$ cat config.mk
export PLATFORM = sky130hd
export DESIGN_NAME = mem_arbiter
export DESIGN_NICKNAME = d
export VERILOG_FILES = /design/src/rtl/mem_arbiter.sv
export SDC_FILE = /design/constraint.sdc
export NUM_CORES = 1
export LEC_CHECK = 0
export ABC_AREA = 1
export CORE_ASPECT_RATIO = 2
export CORE_UTILIZATION = 35
export DETAILED_ROUTE_END_ITERATION = 16
export PLACE_DENSITY_LB_ADDON = 0.05
export SETUP_SLACK_MARGIN = 0.5
export SYNTH_ARGS = -nofsm -noshare
export SYNTH_HDL_FRONTEND = slang
export SYNTH_SLANG_ARGS = --single-unit
$ cat constraint.sdc
create_clock -name clk -period 3.35 [get_ports clk]
set_clock_uncertainty 0.05 [all_clocks]
set_input_delay 0.335 -clock clk [delete_from_list [all_inputs] [get_ports clk]]
set_output_delay 0.335 -clock clk [all_outputs]
set_load 0.02 [all_outputs]
$ cat src/rtl/mem_arbiter.sv
// mem_arbiter
//   Two-port access controller in front of the single-ported 256-byte data
//   memory used by the MEM stage. Port 0 is the pipeline MEM stage, port 1 a
//   secondary master (debug/DMA loader). Each access runs IDLE -> BUSY
//   (WAIT_CYCLES+1 cycles) -> DONE, with a one-cycle done pulse in DONE.
//
//   Request handshake: a requester raises req_n with we_n/addr_n/wdata_n
//   valid and holds req_n high until it sees done_n. The command is latched
//   when the arbiter leaves IDLE; inputs are ignored outside IDLE. A req_n
//   still high in the IDLE cycle after its done pulse is a new request.
//   stall_n = req_n & ~done_n lets the pipeline freeze until the done cycle.
//
//   Optional feature (macro MEM_ARB_ROUND_ROBIN_EN):
//     defined     - round-robin under contention (port 0 first after reset)
//     not defined - fixed priority, port 0 always wins contention
//
//   Parameter: WAIT_CYCLES (0..15) extra BUSY cycles per access.
//   Ports:
//     clk, rst                 clock, asynchronous active-high reset
//     req0/1, we0/1            request and write-enable per port
//     addr0/1, wdata0/1        byte address and write data per port
//     done0/1, stall0/1        completion pulse and combinational stall
//     rdata                    data of the last completed read
//     busy                     high in BUSY and DONE
//     mem_read, mem_write      memory strobes
//     mem_address, mem_data    memory address and write data
//     mem_result               combinational memory read data
//     dbg                      {last_grant, gnt, state[1:0]} for observation
module mem_arbiter #(
    parameter int unsigned WAIT_CYCLES = 2
) (
    input  logic        clk,
    input  logic        rst,
    input  logic        req0,
    input  logic        req1,
    input  logic        we0,
    input  logic        we1,
    input  logic [31:0] addr0,
    input  logic [31:0] addr1,
    input  logic [31:0] wdata0,
    input  logic [31:0] wdata1,
    output logic        done0,
    output logic        done1,
    output logic        stall0,
    output logic        stall1,
    output logic [31:0] rdata,
    output logic        busy,
    output logic        mem_read,
    output logic        mem_write,
    output logic [31:0] mem_address,
    output logic [31:0] mem_data,
    input  logic [31:0] mem_result,
    output logic [3:0]  dbg
);
    typedef enum logic [1:0] {
        ST_IDLE = 2'd0,
        ST_BUSY = 2'd1,
        ST_DONE = 2'd2
    } state_t;

    localparam logic [3:0] C_WAIT = 4'(WAIT_CYCLES);

    state_t      r_state;
    logic [3:0]  r_cnt;
    logic        r_last_grant;
    logic        r_gnt;
    logic        r_we_l;
    logic [31:0] r_addr_l;
    logic [31:0] r_wdata_l;
    logic [31:0] r_rdata;
    logic        r_done0;
    logic        r_done1;
    logic        r_busy;
    logic        r_mem_read;
    logic        r_mem_write;

    logic        w_any_req;
    logic        w_gnt;
    logic        w_sel_we;
    logic [31:0] w_sel_addr;
    logic [31:0] w_sel_wdata;

    // Grant selection, only consumed in IDLE.
    always_comb begin
        w_any_req = req0 | req1;
`ifdef MEM_ARB_ROUND_ROBIN_EN
        if (req0 && req1) begin
            w_gnt = ~r_last_grant;
        end else begin
            w_gnt = ~req0;
        end
`else
        w_gnt = ~req0;
`endif
        w_sel_we    = w_gnt ? we1    : we0;
        w_sel_addr  = w_gnt ? addr1  : addr0;
        w_sel_wdata = w_gnt ? wdata1 : wdata0;
    end

    // Strobes are computed one cycle ahead so they are registered: mem_write
    // is raised for the BUSY cycle in which cnt will be zero, giving exactly
    // one write edge per write access.
    always_ff @(posedge clk or posedge rst) begin
        if (rst) begin
            r_state      <= ST_IDLE;
            r_cnt        <= 4'd0;
            r_last_grant <= 1'b1;
            r_gnt        <= 1'b0;
            r_we_l       <= 1'b0;
            r_addr_l     <= 32'd0;
            r_wdata_l    <= 32'd0;
            r_rdata      <= 32'd0;
            r_done0      <= 1'b0;
            r_done1      <= 1'b0;
            r_busy       <= 1'b0;
            r_mem_read   <= 1'b0;
            r_mem_write  <= 1'b0;
        end else begin
            case (r_state)
                ST_IDLE: begin
                    if (w_any_req) begin
                        r_gnt        <= w_gnt;
                        r_last_grant <= w_gnt;
                        r_we_l       <= w_sel_we;
                        r_addr_l     <= w_sel_addr;
                        r_wdata_l    <= w_sel_wdata;
                        r_cnt        <= C_WAIT;
                        r_busy       <= 1'b1;
                        r_mem_read   <= ~w_sel_we;
                        r_mem_write  <= w_sel_we & (C_WAIT == 4'd0);
                        r_state      <= ST_BUSY;
                    end
                end
                ST_BUSY: begin
                    if (r_cnt != 4'd0) begin
                        r_cnt       <= r_cnt - 4'd1;
                        r_mem_write <= r_we_l & (r_cnt == 4'd1);
                    end else begin
                        if (!r_we_l) begin
                            r_rdata <= mem_result;
                        end
                        r_mem_read  <= 1'b0;
                        r_mem_write <= 1'b0;
                        r_done0     <= ~r_gnt;
                        r_done1     <= r_gnt;
                        r_state     <= ST_DONE;
                    end
                end
                ST_DONE: begin
                    r_done0 <= 1'b0;
                    r_done1 <= 1'b0;
                    r_busy  <= 1'b0;
                    r_state <= ST_IDLE;
                end
                default: begin
                    r_state <= ST_IDLE;
                end
            endcase
        end
    end

    // Address and data registers only change on entry to BUSY, so they
    // naturally hold their last values in IDLE and DONE.
    assign mem_address = r_addr_l;
    assign mem_data    = r_wdata_l;
    assign mem_read    = r_mem_read;
    assign mem_write   = r_mem_write;
    assign rdata       = r_rdata;
    assign busy        = r_busy;
    assign done0       = r_done0;
    assign done1       = r_done1;
    assign stall0      = req0 & ~r_done0;
    assign stall1      = req1 & ~r_done1;
    assign dbg         = {r_last_grant, r_gnt, r_state};

endmodule
==> results.py, run 1 <==
metrics = {
    "timing": {
        "slew-limit-headroom": 0.519,
        "tightest_slew_ns": 0.721,
        "finalWorstSetupSlack_ns": 1.36,
        "setup_viol": 0,
        "setup_tns_ns": 0,
        "rsz0062_at_grt": "no",
        "max_freq_mhz": 502,
        "timing_hold_violations_final": 0,
        "finalMaxSlewViolations": 0,
        "min_period_ns": 1.99,
        "post-route-period-util": 0.594,
    },
    "floorplan": {
        "num_rows": 61,
        "initial_core_util": 0.360,
        "die_y_um": 171,
        "die-width_um": 86.5,
        "ioPinCount": 273,
        "dieArea_um2": 14800,
        "core_um2": 13900,
    },
    "clock_network": {
        "h-tree-depth": 3,
        "cts_tree": "built",
        "cts_resized": 0,
        "cts_buffers": 9,
        "postCtsSetupRepairBufs": 0,
        "cts_hold_buf": 0,
        "cts_max_path_buffers": 2,
        "clock_sink_count": 110,
        "clk_pin_slew_worst_paths_ns": 0.07,
        "cts_root_buffer": "clkbuf_16",
        "clk_latency_ns": 0.34,
    },
    "worst_setup_path": {
        "path_class": "in2out",
        "slowest_delay_ns": 0.60,
        "r2r_slack_ns": 1.55,
        "crit_fanout": 2,
        "worstReg2RegStart": "r_cnt[1]$_DFFE_PP0P_",
        "crit_chain": "clkdlybuf4s50_1 -> inv_1 -> nor2_1 -> clkdlybuf4s50_1",
        "crit_path_start": "req1",
        "critPathBufInv": 3,
        "required_ns": 2.96,
        "cpLargestDelayFamily": "buffers and inverters",
        "critPathMostFrequentCell": "clkdlybuf4s50_1",
        "cpMaxStageDelayCell": "clkdlybuf4s50_1",
        "startpoint_type": "input pin",
        "endpoint_kind": "primary output",
        "cp.arrival_ns": 1.61,
    },
    "cells_and_area": {
        "utilization": 0.578,
        "drive_above_1_share": 0.0450,
        "n_fill_cell": 1279,
        "area_delta_synth_final_pct": 60.6,
        "final_nets": 986,
        "most-common-layout-cells": "271 x clkdlybuf4s50_1, 146 x nand2_1, 136 x nor2_1",
        "seq_area_um2": 2750,
        "multi_input_area_um2": 1910,
        "final_common_cell": "clkdlybuf4s50_1",
    },
    "synth": {
        "synth_area_um2": 5000,
        "synth_cell_types": 25,
        "syn_nets": 737,
        "netlist_instances": 568,
        "ys_seq_elements": 110,
        "syn_area_per_cell_um2": 8.80,
        "yosys_warnings": 0,
        "ys_seq_area_frac": 0.551,
    },
    "global_routing": {
        "grt_usage": 0.206,
        "grt_pass1_wl_um": 23800,
        "grt_pass1_vias": 4738,
        "antenna_found_initial": 0,
        "overflow": 0,
        "grt_max_degree": 138,
    },
    "routing": {
        "wl_um": 15100,
        "final_antenna_net_count": 0,
        "dr.pass1.iters": 4,
        "routedWlPerCell_um": 15.0,
        "drc": 0,
        "post_drt_via_cell_ratio": 4.70,
        "vias": 4759,
        "drt_iter0_drc": 201,
    },
    "placement": {
        "gp_congestion": 0.808,
        "port_buffers": 272,
        "pre_cts_slack_ns": 1.28,
        "dpl.hpwl_um": 11200,
    },
    "power_and_ir_drop": {
        "max-vdd-ir-drop_uv": 494,
        "p_per_area_nw_per_um2": 904,
        "p_leak_nw": 3.57,
    },
    "run_status": {
        "status": "finished clean",
    },
    "min_path": {
        "hold_path.class": "in2reg",
        "hold_start": "req0",
    },
    "job": {
        "drv_cap": 0,
    },
}
final cells by class:
class,count,share of cell area
clock buffer,9,0.0281
timing repair buffer,278,0.347
antenna,1,0.000312
clock inverter,7,0.00686
tap,189,0.0295
sequential,110,0.343
multi-input combinational,406,0.238
inverter,12,0.00670
Yosys cell counts:
cell        n  area, µm²
buf_2       9       45.0
buf_4      16        120
buf_6       9        101
clkbuf_1    6       22.5
clkinv_1    1       3.75
dfrtp_1   109       2730
dfstp_2     1       26.3
ha_1        3       37.5
inv_1       9       33.8
inv_2       1       3.75
inv_6       1       8.76
nand2_1   146        548
nand2_2     4       25.0
nand2_4     1       11.3
nand3_1    39        195
nand3_4     1       17.5
nand4_1     1       6.26
nor2_1    136        510
nor2_2      1       6.26
nor2_4      1       11.3
o21ai_0     7       35.0
o21ai_2     1       8.76
o31ai_1    63        473
o31ai_2     1       12.5
xor2_1      1       8.76
cell families after synthesis:
kind of cell / after synthesis / share of synthesized area
AND/OR/NAND/NOR: 330 / 0.266
flip-flops: 110 / 0.551
AO/OA/AOI/OAI: 72 / 0.106
buffers and inverters: 52 / 0.0678
adder cells (fa/ha/maj): 3 / 0.00751
XOR/XNOR: 1 / 0.00175
report_power, final:
group          internal, mW  switching [mW]  total, mW
clock network         0.516           0.502       1.02
registers              2.00           0.376       2.38
logic                  1.73            2.13       3.86
total                  4.25            3.01       7.25
state kept, by name (all words and copies together) (netlist names), 2 cells and up:
signal	count
mem_data	32
rdata	32
r_cnt	4
mem_address	32
r_state	2
worst register-to-register path, delay by kind of cell, from the launching register on:
family | cells | cell delay, ns
fa+ha+maj | 1 | 0.25
buf+inv | 2 | 0.39
flops | 1 | 0.37
simple gates | 4 | 0.63
layer usage:
metal,part of all wire,track usage,wire length (µm),vias up
met3,0.060,0.0482,914,16
met4,0.023,0.0746,350,0
li1,-,-,-,2354
met1,0.36,0.224,5500,2226
met5,0,0,0,-
met2,0.55,0.380,8360,163
per-stage QoR:
step                power, mW  instance area, µm²  hold slack (ns)  cells
floorplan                4.54                5000            0.397    568
global placement         6.21                7750            0.403    995
detailed placement       6.30                7750            0.408    995
CTS                      7.35                8030            0.330   1011
global route             7.75                8030            0.349   1011
finish                   7.25                8030            0.340   1012
path summary, 6_finish.rpt:
| path | cells past startpoint | end |
|---|---|---|
| min in group asynchronous | 3 | mem_address[17]$_DFFE_PP0P_ |
| worst min-delay path | 3 | mem_address[31]$_DFFE_PP0P_ |
| max in group asynchronous | 3 | rdata[4]$_DFFE_PP0P_ |
| worst min register to register | 2 | rdata[16]$_DFFE_PP0P_ |
| worst max-delay path | 4 | stall1 |
| worst max register to register | 7 | rdata[5]$_DFFE_PP0P_ |
Note: power is estimated with default switching activity, not from simulation.
==> run 2, diff against run 1 <==
--- a/config.mk
+++ b/config.mk
@@ -7,7 +7,7 @@
 export LEC_CHECK = 0
 export ABC_AREA = 1
 export CORE_ASPECT_RATIO = 2
-export CORE_UTILIZATION = 35
+export CORE_UTILIZATION = 39
 export DETAILED_ROUTE_END_ITERATION = 16
 export PLACE_DENSITY_LB_ADDON = 0.05
 export SETUP_SLACK_MARGIN = 0.5
==> constraint.sdc (replaced) <==
create_clock -name clk -period 2.02 [get_ports clk]
set_clock_uncertainty 0.05 [all_clocks]
set_input_delay 0.202 -clock clk [delete_from_list [all_inputs] [get_ports clk]]
set_output_delay 0.202 -clock clk [all_outputs]
set_load 0.02 [all_outputs]
==> run 2 against run 1 <==
Combinational power grew 55%. Highest routed layer unchanged. Critical path type is now reg2out. First-iteration DRC count rose by 3.0%. Critical path depth decreased by 3.
==> results.py, run 2 (synthesis gave the netlist of run 1 again) <==
metrics = {
    "run_status": {
        "status": "finished clean",
    },
    "power_and_ir_drop": {
        "seqPwrFrac": 0.337,
        "p_leak_nw": 3.86,
        "switching_share": 0.440,
        "p_per_area_nw_per_um2": 1450,
        "pwr-share-clk": 0.148,
        "p_comb_frac": 0.515,
        "intPower_mw": 6.49,
        "switchingPower_mw": 5.09,
        "max-vdd-ir-drop_uv": 898,
        "total_power_mw": 11.6,
    },
    "global_routing": {
        "grt_pass1_vias": 4786,
        "grt_usage": 0.232,
        "antenna_found_initial": 0,
        "grt_max_degree": 111,
        "overflow": 0,
        "grt_pass1_wl_um": 23400,
    },
    "cells_and_area": {
        "final_nets": 998,
        "final_area_um2": 8000,
        "area_delta_synth_final_pct": 60.1,
        "most-common-layout-cells": "164 x clkdlybuf4s50_1, 145 x nand2_1, 135 x nor2_1",
        "diodes": 0,
        "drive_above_1_share": 0.0624,
        "stdcell_count": 984,
        "final_common_cell": "clkdlybuf4s50_1",
    },
    "worst_setup_path": {
        "critPathBufInv": 1,
        "crit_fanout": 2,
        "crit_cells": 1,
        "startpoint_type": "register",
        "path_class": "reg2out",
        "slowest_delay_ns": 0.53,
        "ff2ff_path_depth": 7,
        "r2r_slack_ns": 0.57,
        "endpoint_kind": "primary output",
        "crit_chain": "dlygate4sd2_1",
        "worstReg2RegStart": "r_cnt[0]$_DFFE_PP0P_",
        "cpLargestDelayFamily": "flip-flops",
        "cpMaxStageDelayCell": "dfstp_2",
        "required_ns": 1.77,
        "r2r-end": "rdata[24]$_DFFE_PP0P_",
        "cp.arrival_ns": 1.21,
    },
    "placement": {
        "dpl.hpwl_um": 11000,
        "gp_congestion": 0.779,
        "port_buffers": 272,
        "dp_cells": 959,
        "placed_area_um2": 7730,
    },
    "floorplan": {
        "initial_core_util": 0.398,
        "ioPinCount": 273,
        "die_y_um": 162,
        "core_um2": 12600,
        "dieArea_um2": 13300,
        "die-width_um": 82.1,
        "num_rows": 58,
    },
    "clock_network": {
        "h-tree-depth": 3,
        "cts_buffers": 9,
        "clock_sink_count": 110,
        "cts_tree": "built",
        "cts_root_buffer": "clkbuf_16",
        "cts_max_path_buffers": 2,
        "clk_pin_slew_worst_paths_ns": 0.07,
        "clk_latency_ns": 0.34,
    },
    "timing": {
        "setup_tns_ns": 0,
        "slew-limit-headroom": 0.599,
        "timing_hold_violations_final": 0,
        "max_freq_mhz": 682,
        "post-route-period-util": 0.726,
        "tightest_slew_ns": 0.601,
        "rsz0062_at_grt": "no",
        "finalMaxSlewViolations": 0,
        "setup_viol": 0,
        "min_period_ns": 1.47,
    },
    "min_path": {
        "hold_depth": 3,
        "hold_start": "req0",
        "hold_path.class": "in2reg",
        "holdPathEnd": "r_state[0]$_DFFE_PP0P_",
    },
    "routing": {
        "final_antenna_net_count": 0,
        "wl_um": 15500,
        "drt_iter0_drc": 207,
        "vias": 4901,
        "dr.pass1.iters": 6,
        "post_drt_via_cell_ratio": 4.98,
        "routedWlPerCell_um": 15.7,
        "drc": 0,
    },
    "job": {
        "drv_cap": 0,
    },
}
-- run 2: worst max path at each step --
stage,start,endpoint,slack [ns]
6_report,r_last_grant$_DFFE_PP1P_,dbg[3],0.55
5_1_grt,r_cnt[0]$_DFFE_PP0P_,rdata[9]$_DFFE_PP0P_,0.50
4_1_cts,r_cnt[1]$_DFFE_PP0P_,rdata[21]$_DFFE_PP0P_,0.50
3_5_place_dp,r_cnt[1]$_DFFE_PP0P_,rdata[21]$_DFFE_PP0P_,0.24
3_3_place_gp,req1,stall1,0.28
2_1_floorplan,rst,busy$_DFFE_PP0P_,0.44
-- run 2: through the flow --
stage,hold slack (ns),worst slack [ns],util
final,0.330,0.554,0.638
after global routing,0.351,0.504,0.638
after CTS,0.327,0.505,0.633
after detailed placement,0.410,0.237,0.616
after global placement,0.403,0.285,0.616
after floorplan,0.297,0.439,-
-- run 2: area by class of cell --
type,instances,area [µm²]
Timing Repair Buffer,288,2750
Sequential cell,110,2750
Clock buffer,10,229
Timing Repair inverter,1,11.3
Multi-Input combinational cell,407,1950
Clock inverter,6,55.1
Inverter,12,61.3
Tap cell,150,188
Fill cell,1148,4550
-- run 2: power groups by stage --
| stage | registers, mW | logic, mW | clock network [mW] |
|---|---|---|---|
| 6_report | 3.90 | 5.97 | 1.71 |
| 3_3_place_gp | 3.93 | 6.37 | 0 |
| 2_1_floorplan | 5.18 | 2.35 | 0 |
| 3_5_place_dp | 3.97 | 6.49 | 0 |
| 5_1_grt | 4.04 | 6.51 | 1.84 |
| 4_1_cts | 3.91 | 5.90 | 1.76 |
-- run 2: what timing repair did --
action                                  4_1_cts  5_1_grt
cloned                                        1        1
resized for setup                           111        5
pin swaps                                     0        3
endpoints found under the setup margin      140       43
setup buffers                                 4        3
hold buffers                                  0        0
-- run 2: metal layers --
layer | global-route usage | part of all wire
met5 | 0 | 0
met4 | 0.0941 | 0.032
met3 | 0.0646 | 0.070
met2 | 0.410 | 0.53
met1 | 0.252 | 0.36
==> run 3, diff against run 2 <==
==> constraint.sdc (replaced) <==
create_clock -name clk -period 1.5 [get_ports clk]
set_clock_uncertainty 0.05 [all_clocks]
set_input_delay 0.15 -clock clk [delete_from_list [all_inputs] [get_ports clk]]
set_output_delay 0.15 -clock clk [all_outputs]
set_load 0.02 [all_outputs]
==> run 3 against run 2 <==
Total power grew 78%. Cell count rose by 8.2%. Routed wire length increased by 21%. Clock-buffer cell count unchanged.
==> results.py, run 3 (synthesis gave the netlist of run 1 again) <==
metrics = {
    "worst_setup_path": {
        "endpoint_kind": "register",
        "critPathMostFrequentCell": "buf_12",
        "crit_chain": "buf_6 -> nor2_4 -> o21ai_4 -> buf_12 -> buf_12 -> nand2_1 -> o31ai_4",
        "startpoint_type": "register",
        "slowest_delay_ns": 0.40,
        "cpLargestDelayFamily": "buffers and inverters",
        "crit_fanout": 31,
        "required_ns": 1.68,
        "cp.arrival_ns": 1.61,
        "r2r_slack_ns": 0.07,
        "critPathBufInv": 3,
        "path_class": "reg2reg",
        "cpMaxStageDelayCell": "dfrtp_1",
    },
    "placement": {
        "dpl.hpwl_um": 11900,
        "gp_congestion": 0.884,
        "placed_area_um2": 7910,
        "port_buffers": 272,
        "dp_cells": 971,
    },
    "floorplan": {
        "initial_core_util": 0.398,
        "dieArea_um2": 13300,
        "ioPinCount": 273,
        "num_rows": 58,
        "die-width_um": 82.1,
        "core_um2": 12600,
        "die_y_um": 162,
    },
    "global_routing": {
        "overflow": 0,
        "antenna_found_initial": 0,
        "grt_max_degree": 48,
        "grt_usage": 0.270,
        "grt_pass1_vias": 5400,
        "grt_pass1_wl_um": 26700,
    },
    "cells_and_area": {
        "final_area_um2": 9550,
        "final_common_cell": "clkdlybuf4s50_1",
        "n_fill_cell": 888,
        "most-common-layout-cells": "164 x clkdlybuf4s50_1, 135 x nor2_1, 113 x nand2_1",
        "drive_above_1_share": 0.356,
        "diodes": 0,
        "area_delta_synth_final_pct": 91.0,
        "utilization": 0.761,
        "stdcell_count": 1065,
        "final_nets": 1079,
    },
    "power_and_ir_drop": {
        "switchingPower_mw": 8.48,
        "max-vdd-ir-drop_uv": 1360,
        "pwr-share-clk": 0.118,
        "p_leak_nw": 4.46,
        "p_comb_frac": 0.608,
        "switching_share": 0.410,
        "seqPwrFrac": 0.274,
        "total_power_mw": 20.7,
        "intPower_mw": 12.2,
        "p_per_area_nw_per_um2": 2160,
    },
    "clock_network": {
        "clk_latency_ns": 0.34,
        "clock_sink_count": 110,
        "cts_root_buffer": "clkbuf_16",
        "cts_max_path_buffers": 2,
        "clk_pin_slew_worst_paths_ns": 0.08,
        "cts_tree": "built",
        "cts_hold_buf": 0,
        "cts_buffers": 9,
        "h-tree-depth": 3,
    },
    "timing": {
        "setup_viol": 0,
        "finalMaxSlewViolations": 0,
        "slew-limit-headroom": 0.688,
        "timing_hold_violations_final": 0,
        "tightest_slew_ns": 0.468,
        "max_freq_mhz": 700,
        "min_period_ns": 1.43,
        "rsz0062_at_grt": "yes",
        "whs_ns": 0.107,
        "post-route-period-util": 0.953,
    },
    "routing": {
        "final_antenna_net_count": 0,
        "routedLengthMet1_um": 6170,
        "vias": 5400,
        "dr.pass1.iters": 4,
        "wl_um": 18800,
        "met3WireLength_um": 1090,
        "routedWlPerCell_um": 17.6,
        "drt_iter0_drc": 233,
        "drc": 0,
        "post_drt_via_cell_ratio": 5.07,
        "wl_met2_um": 10600,
        "highest_layer": "met4",
    },
    "job": {
        "drv_cap": 0,
    },
    "run_status": {
        "status": "finished clean",
    },
    "min_path": {
        "hold_path.class": "in2async",
    },
}
==> run 3: path summary, 6_finish.rpt <==
kind | start | end | depth (start not counted)
min in group clk | req0 | mem_address[23]$_DFFE_PP0P_ | 4
worst min register to register | rdata[14]$_DFFE_PP0P_ | rdata[14]$_DFFE_PP0P_ | 2
worst max register to register | r_state[0]$_DFFE_PP0P_ | mem_data[13]$_DFFE_PP0P_ | 7
worst max-delay path | r_state[0]$_DFFE_PP0P_ | mem_data[13]$_DFFE_PP0P_ | 7
worst min-delay path | rst | rdata[17]$_DFFE_PP0P_ | 2
max in group asynchronous | rst | r_state[1]$_DFFE_PP0P_ | 3
==> run 3: per-stage QoR <==
step | setup TNS (ns) | worst slack (ns)
2_1_floorplan | -3.12 | -0.0287
3_3_place_gp | -0.0696 | -0.0683
3_5_place_dp | -0.615 | -0.0697
4_1_cts | 0 | 0.128
5_1_grt | 0 | 0.0464
6_report | 0 | 0.0710
==> run 3: routing by layer <==
layer / global-route usage / up-vias
li1: - / 2540
met1: 0.261 / 2580
met2: 0.499 / 223
met3: 0.0624 / 57
met4: 0.149 / 0
met5: 0 / -
==> run 3: repair_timing <==
| action | 4_1_cts | 5_1_grt |
|---|---|---|
| cloned | 6 | 1 |
| gates resized for setup | 704 | 57 |
| buffers inserted | 36 | 35 |
| setup endpoints to repair | 217 | 217 |
| pin swaps | 17 | 2 |
==> run 3: area by class of cell <==
cell class,instances,area (µm²),share of cell area
clock inverter,6,68.8,0.00721
sequential,110,2760,0.288
multi-input combinational,409,2440,0.256
tap,150,188,0.0197
inverter,12,61.3,0.00642
clock buffer,10,229,0.0240
timing repair buffer,368,3810,0.399
==> run 3: worst reg2reg max path: cells and delay by family (launching register included) <==
kind	cells	cell delay, ns
AO/OA/AOI/OAI	2	0.16
buffers and inverters	3	0.47
flip-flops	1	0.40
AND/OR/NAND/NOR	2	0.25
==> run 3: power groups by stage <==
stage / logic, mW / clock network [mW] / registers (mW)
2_1_floorplan: 3.20 / 0 / 6.98
3_3_place_gp: 8.97 / 0 / 5.31
3_5_place_dp: 9.16 / 0 / 5.35
4_1_cts: 11.2 / 2.50 / 5.61
5_1_grt: 13.3 / 2.60 / 5.79
6_report: 12.6 / 2.43 / 5.66
